File: src/rtl/mux_pkg.sv
// Shared constants and helpers for the mux/demux family.
package mux_pkg;

  localparam int ERR_CNT_W = 8;

  // Select width for a lane count; never narrower than one bit.
  function automatic int clog2(input int value);
    int v;
    int r;
    v = value - 1;
    r = 0;
    while (v > 0) begin
      r = r + 1;
      v = v >> 1;
    end
    return (r < 1) ? 1 : r;
  endfunction

endpackage

File: src/rtl/demux_slot.sv
// One-entry lane buffer: a push always wins, so push and pop together replace the word without a bubble.
module demux_slot #(
  parameter int BIT_WIDTH = 4
) (
  input  logic                 clk,
  input  logic                 rst_n,
  input  logic                 push,
  input  logic                 pop,
  input  logic [BIT_WIDTH-1:0] word,
  output logic [BIT_WIDTH-1:0] data,
  output logic                 full
);

  always_ff @(posedge clk or negedge rst_n) begin
    if (!rst_n) begin
      full <= 1'b0;
      data <= '0;
    end else if (push) begin
      full <= 1'b1;
      data <= word;
    end else if (pop) begin
      full <= 1'b0;
    end
  end

endmodule

File: src/rtl/demux_buf.sv
// Registered handshaked demultiplexer: one producer stream steered to DEPTH single-entry lanes.
module demux_buf
  import mux_pkg::*;
#(
  parameter int BIT_WIDTH = 4,
  parameter int DEPTH     = 2,
  parameter int SEL_WIDTH = clog2(DEPTH)
) (
  input  logic                       clk,
  input  logic                       rst_n,
  input  logic [BIT_WIDTH-1:0]       dataIn,
  input  logic [SEL_WIDTH-1:0]       sel,
  input  logic                       inValid,
  output logic                       inReady,
  output logic [BIT_WIDTH*DEPTH-1:0] dataOut,
  output logic [DEPTH-1:0]           outValid,
  input  logic [DEPTH-1:0]           outReady,
  output logic [ERR_CNT_W-1:0]       errCount
);

  localparam logic [SEL_WIDTH:0] DEPTH_LIM = (SEL_WIDTH + 1)'(DEPTH);

  logic [DEPTH-1:0] full;
  logic [DEPTH-1:0] push;
  logic [DEPTH-1:0] pop;
  logic             in_range;
  logic             lane_ready;
  logic             accept;

  assign in_range = ({1'b0, sel} < DEPTH_LIM);

  // Loop decode avoids indexing past the last lane for non-power-of-two DEPTH.
  always_comb begin
    lane_ready = 1'b1;
    for (int i = 0; i < DEPTH; i++) begin
      if (sel == SEL_WIDTH'(i)) lane_ready = ~full[i] | outReady[i];
    end
  end

  assign inReady  = in_range ? lane_ready : 1'b1;
  assign accept   = inValid & inReady;
  assign pop      = full & outReady;
  assign outValid = full;

  for (genvar g = 0; g < DEPTH; g++) begin : g_lane
    assign push[g] = accept & (sel == SEL_WIDTH'(g));

    demux_slot #(
      .BIT_WIDTH(BIT_WIDTH)
    ) u_slot (
      .clk  (clk),
      .rst_n(rst_n),
      .push (push[g]),
      .pop  (pop[g]),
      .word (dataIn),
      .data (dataOut[g*BIT_WIDTH +: BIT_WIDTH]),
      .full (full[g])
    );
  end

  always_ff @(posedge clk or negedge rst_n) begin
    if (!rst_n) begin
      errCount <= '0;
    end else if (accept && !in_range && (errCount != '1)) begin
      errCount <= errCount + 1'b1;
    end
  end

endmodule

File: config.mk
export PLATFORM = sky130hd
export DESIGN_NAME = demux_buf
export DESIGN_NICKNAME = d
export VERILOG_FILES = /design/src/rtl/mux_pkg.sv /design/src/rtl/demux_slot.sv /design/src/rtl/demux_buf.sv
export SDC_FILE = /design/constraint.sdc
export NUM_CORES = 1
export LEC_CHECK = 0
export CAP_MARGIN = 40
export CELL_PAD_IN_SITES_DETAIL_PLACEMENT = 0
export CELL_PAD_IN_SITES_GLOBAL_PLACEMENT = 2
export CORE_ASPECT_RATIO = 1.5
export CORE_MARGIN = 8
export CORE_UTILIZATION = 18
export DETAILED_ROUTE_END_ITERATION = 12
export HOLD_SLACK_MARGIN = 0.03
export PLACE_DENSITY = 0.72
export SYNTH_ARGS = -nofsm -noshare
export SYNTH_HDL_FRONTEND = slang
export SYNTH_HIERARCHICAL = 1
export SYNTH_SLANG_ARGS = --single-unit
File: constraint.sdc
create_clock -name clk -period 1.36 [get_ports clk]
set_input_delay 0.272 -clock clk [delete_from_list [all_inputs] [get_ports clk]]
set_output_delay 0.272 -clock clk [all_outputs]
set_load 0.02 [all_outputs]
==> summary.md <==
| Metric | Value |
|---|---|
| Total Neg Setup Slack | -0.0583 ns |
| Failing checks | setup timing |
| CP required | 1.47 ns |
| Routed WL per cell | 11.6 um |
| Initial Util | 0.186 |
| Die ar. | 0.00466 sq mm |
| Share of layout cells above drive strength 1 | 0.380 |
| WS Path Type | reg2reg |
| Worst Hold Class | in2async |
| Dpl cells | 102 |
| Top cell type's share of synthesized area | 0.514 |
| Cell taking the most area after synthesis | dfrtp_1 |
| Crit path launch type | flip-flop |
| Max-slew violations | 0 |
| CTS buffer count | 3 |
| Fin worst setup slack | -0.0159 ns |
| CP Capture Type | flip-flop |
| Final Core Density | 0.323 |
| Syn avg cell area | 12.2 sq um |
| Status | finished, violations left |
| Detailed Route Iter0 Violations | 3 |
| Antenna-violating nets left | 0 |
| Net count, final | 82 |
| Reg clk slew, reported paths | 0.05 ns |
| Via-to-Cell Ratio | 3.55 |
| Vias in the first global route | 488 |
| Row count | 23 |
| Antenna violations before repair | 0 |
| Synthesized area | 487 sq um |
| Core Area | 0.00262 sq mm |
| Residual DRC | 0 |
| CTS tree | yes |
| YS warnings | 6 |
| Minimum clock period | 1.38 ns |
| Critical Path AT | 1.49 ns |
| Seq/Total Area, Yosys | 0.514 |
| Worst clock skew | 0.000411 ns |
| Via count | 383 |
| Leakage | 0.410 nW |
| Chip width | 58.5 um |
| Top post-synthesis cells by area | dfrtp_1 51%, mux2_2 19%, buf_4 12%, a21o_2 3.6%, and2_1 2.6% |
| Area growth, synth to finish | 74.0% |
| RSZ-0062 raised after global routing | true |
| Routed Wire Length | 1250 um |
| Final setup fails | 4 |
| CTS sink cnt | 10 |
| GRT Util Overall | 0.0603 |
| Worst VDD drop | 579 uV |
| Die height | 79.7 um |
| Max_cap viols | 0 |
| Maximum fanout along the worst path | 5 |
| Root buffer cell | clkbuf_8 |
| Flop and latch count out of synthesis | 10 |
| Htree depth | 1 |
| Min Hold Slack | 0.370 ns |
| First-pass GRT wire length | 2170 um |
| Post-DP HPWL | 977 um |
| Final global-route overflow total | 0 |
| Final hold vios | 0 |
| Gp weighted congestion | 0.714 |
| ANT cells | 0 |
| DRT Pass-1 Iters | 4 |
| Fmax | 727 MHz |
| Synth unique cells | 13 |
| Worst-Skew Late Latency | 0.23 ns |
| # IOs | 29 |
| Buffers on Ports | 20 |
| Post-Layout Cell Count | 108 |
| Final worst-path cycle share | 1.01 |
| Cell Pwr Density | 1530 mW/mm^2 |
| Layout filler cell count | 280 |
| Syn Inst Count | 40 |
| Largest net degree at the start of global routing | 11 |
| Clk buf depth | 2 |
==> logic make-up (layout without fill, tap and decap cells) <==
family / count (synthesis) / count (layout) / synth area share
AOI/OAI and AO/OA: 4 / 4 / 0.0591
buffers and inverters: 11 / 35 / 0.147
DFF: 10 / 10 / 0.514
muxes: 8 / 8 / 0.185
other: 1 / 8 / 0.00770
and+or+nand+nor: 6 / 6 / 0.0874
==> cells in the final DEF, fill, tap and decap left out, types with 2 or more instances in the layout <==
cell type | synthesis | final
mux2_2 | 8 | 4
buf_4 | 8 | 6
mux2_4 | 0 | 4
buf_6 | 0 | 3
and2_1 | 2 | 2
dfrtp_1 | 10 | 9
inv_1 | 3 | 3
clkdlybuf4s50_1 | 0 | 6
clkbuf_8 | 0 | 4
dlygate4sd2_1 | 0 | 11
conb_1 | 1 | 8
a21o_2 | 2 | 2
==> layout make-up <==
type                    instances  area (sq um)  share of cell area
repair buffers                 28           258               0.304
flip-flops and latches         10           251               0.297
multi-input cells              26           225               0.266
clock buffers                   4          55.1              0.0650
well taps                      37          46.3              0.0547
inverters                       3          11.3              0.0133
==> worst paths after layout <==
kind	to	startpoint	cells after the start	slack [ns]
setup / recovery	g_lane[0].u_slot/data[2]	g_lane[0].u_slot/full	5	-0.02
hold reg to reg	g_lane[1].u_slot/data[2]	g_lane[1].u_slot/data[2]	1	0.51
hold / removal	g_lane[1].u_slot/data[2]	rst_n	1	0.37
min in group clk	g_lane[1].u_slot/full	outReady[1]	4	0.49
setup reg to reg	g_lane[0].u_slot/data[2]	g_lane[0].u_slot/full	5	-0.02
max in group asynchronous	g_lane[0].u_slot/full	rst_n	1	0.64
==> registers in the layout (all words and copies together), names as in the netlist <==
| register | cells |
|---|---|
| g_lane.u_slot/full | 2 |
| g_lane.u_slot/data | 8 |
==> synth_stat cells <==
| cell | n |
|---|---|
| dfrtp_1 | 10 |
| buf_4 | 8 |
| mux2_2 | 8 |
| inv_1 | 3 |
| a21o_2 | 2 |
| and2_1 | 2 |
| a21oi_1 | 1 |
| a31oi_1 | 1 |
| conb_1 | 1 |
| nand2_1 | 1 |
| nor2b_1 | 1 |
| nor3b_1 | 1 |
| nor3b_2 | 1 |
==> routing by layer <==
metal / GRT usage / up-vias / wire, um
met1: 0.0588 / 188 / 528
met3: 0.0290 / 2 / 95
li1: - / 177 / -
met5: 0 / - / 0
met2: 0.103 / 16 / 617
met4: 0.0296 / 0 / 12
==> power by group <==
part	leakage (nW)	internal, mW	switching [mW]	total (mW)
logic	0.265	0.264	0.241	0.506
clock network	0.0288	0.254	0.112	0.366
registers	0.116	0.379	0.0418	0.421
total	0.410	0.897	0.395	1.29
==> per-stage QoR <==
| step | total power, mW | area, sq um | worst slack, ns |
|---|---|---|---|
| after floorplan | 0.712 | 543 | 0.00561 |
| after global placement | 0.968 | 774 | -0.487 |
| after detailed placement | 0.970 | 774 | -0.504 |
| after CTS | 1.31 | 833 | -0.171 |
| after global routing | 1.37 | 847 | -0.0579 |
| final | 1.29 | 847 | -0.0159 |
==> worst max-delay path, stage by stage, from the launching register on <==
cell	delay, ns
dfrtp_2	0.40
buf_6	0.12
nor2b_4	0.12
nor3b_4	0.17
buf_6	0.16
mux2_4	0.30
==> timing repair <==
action | CTS | global route
gates resized for setup | 17 | 7
pin swaps | 1 | 1
setup buffers | 1 | 1
hold buffers | 0 | 0
cloned | 0 | 0
setup endpoints to repair | 19 | 10
Power figures use the tool's default switching activity.
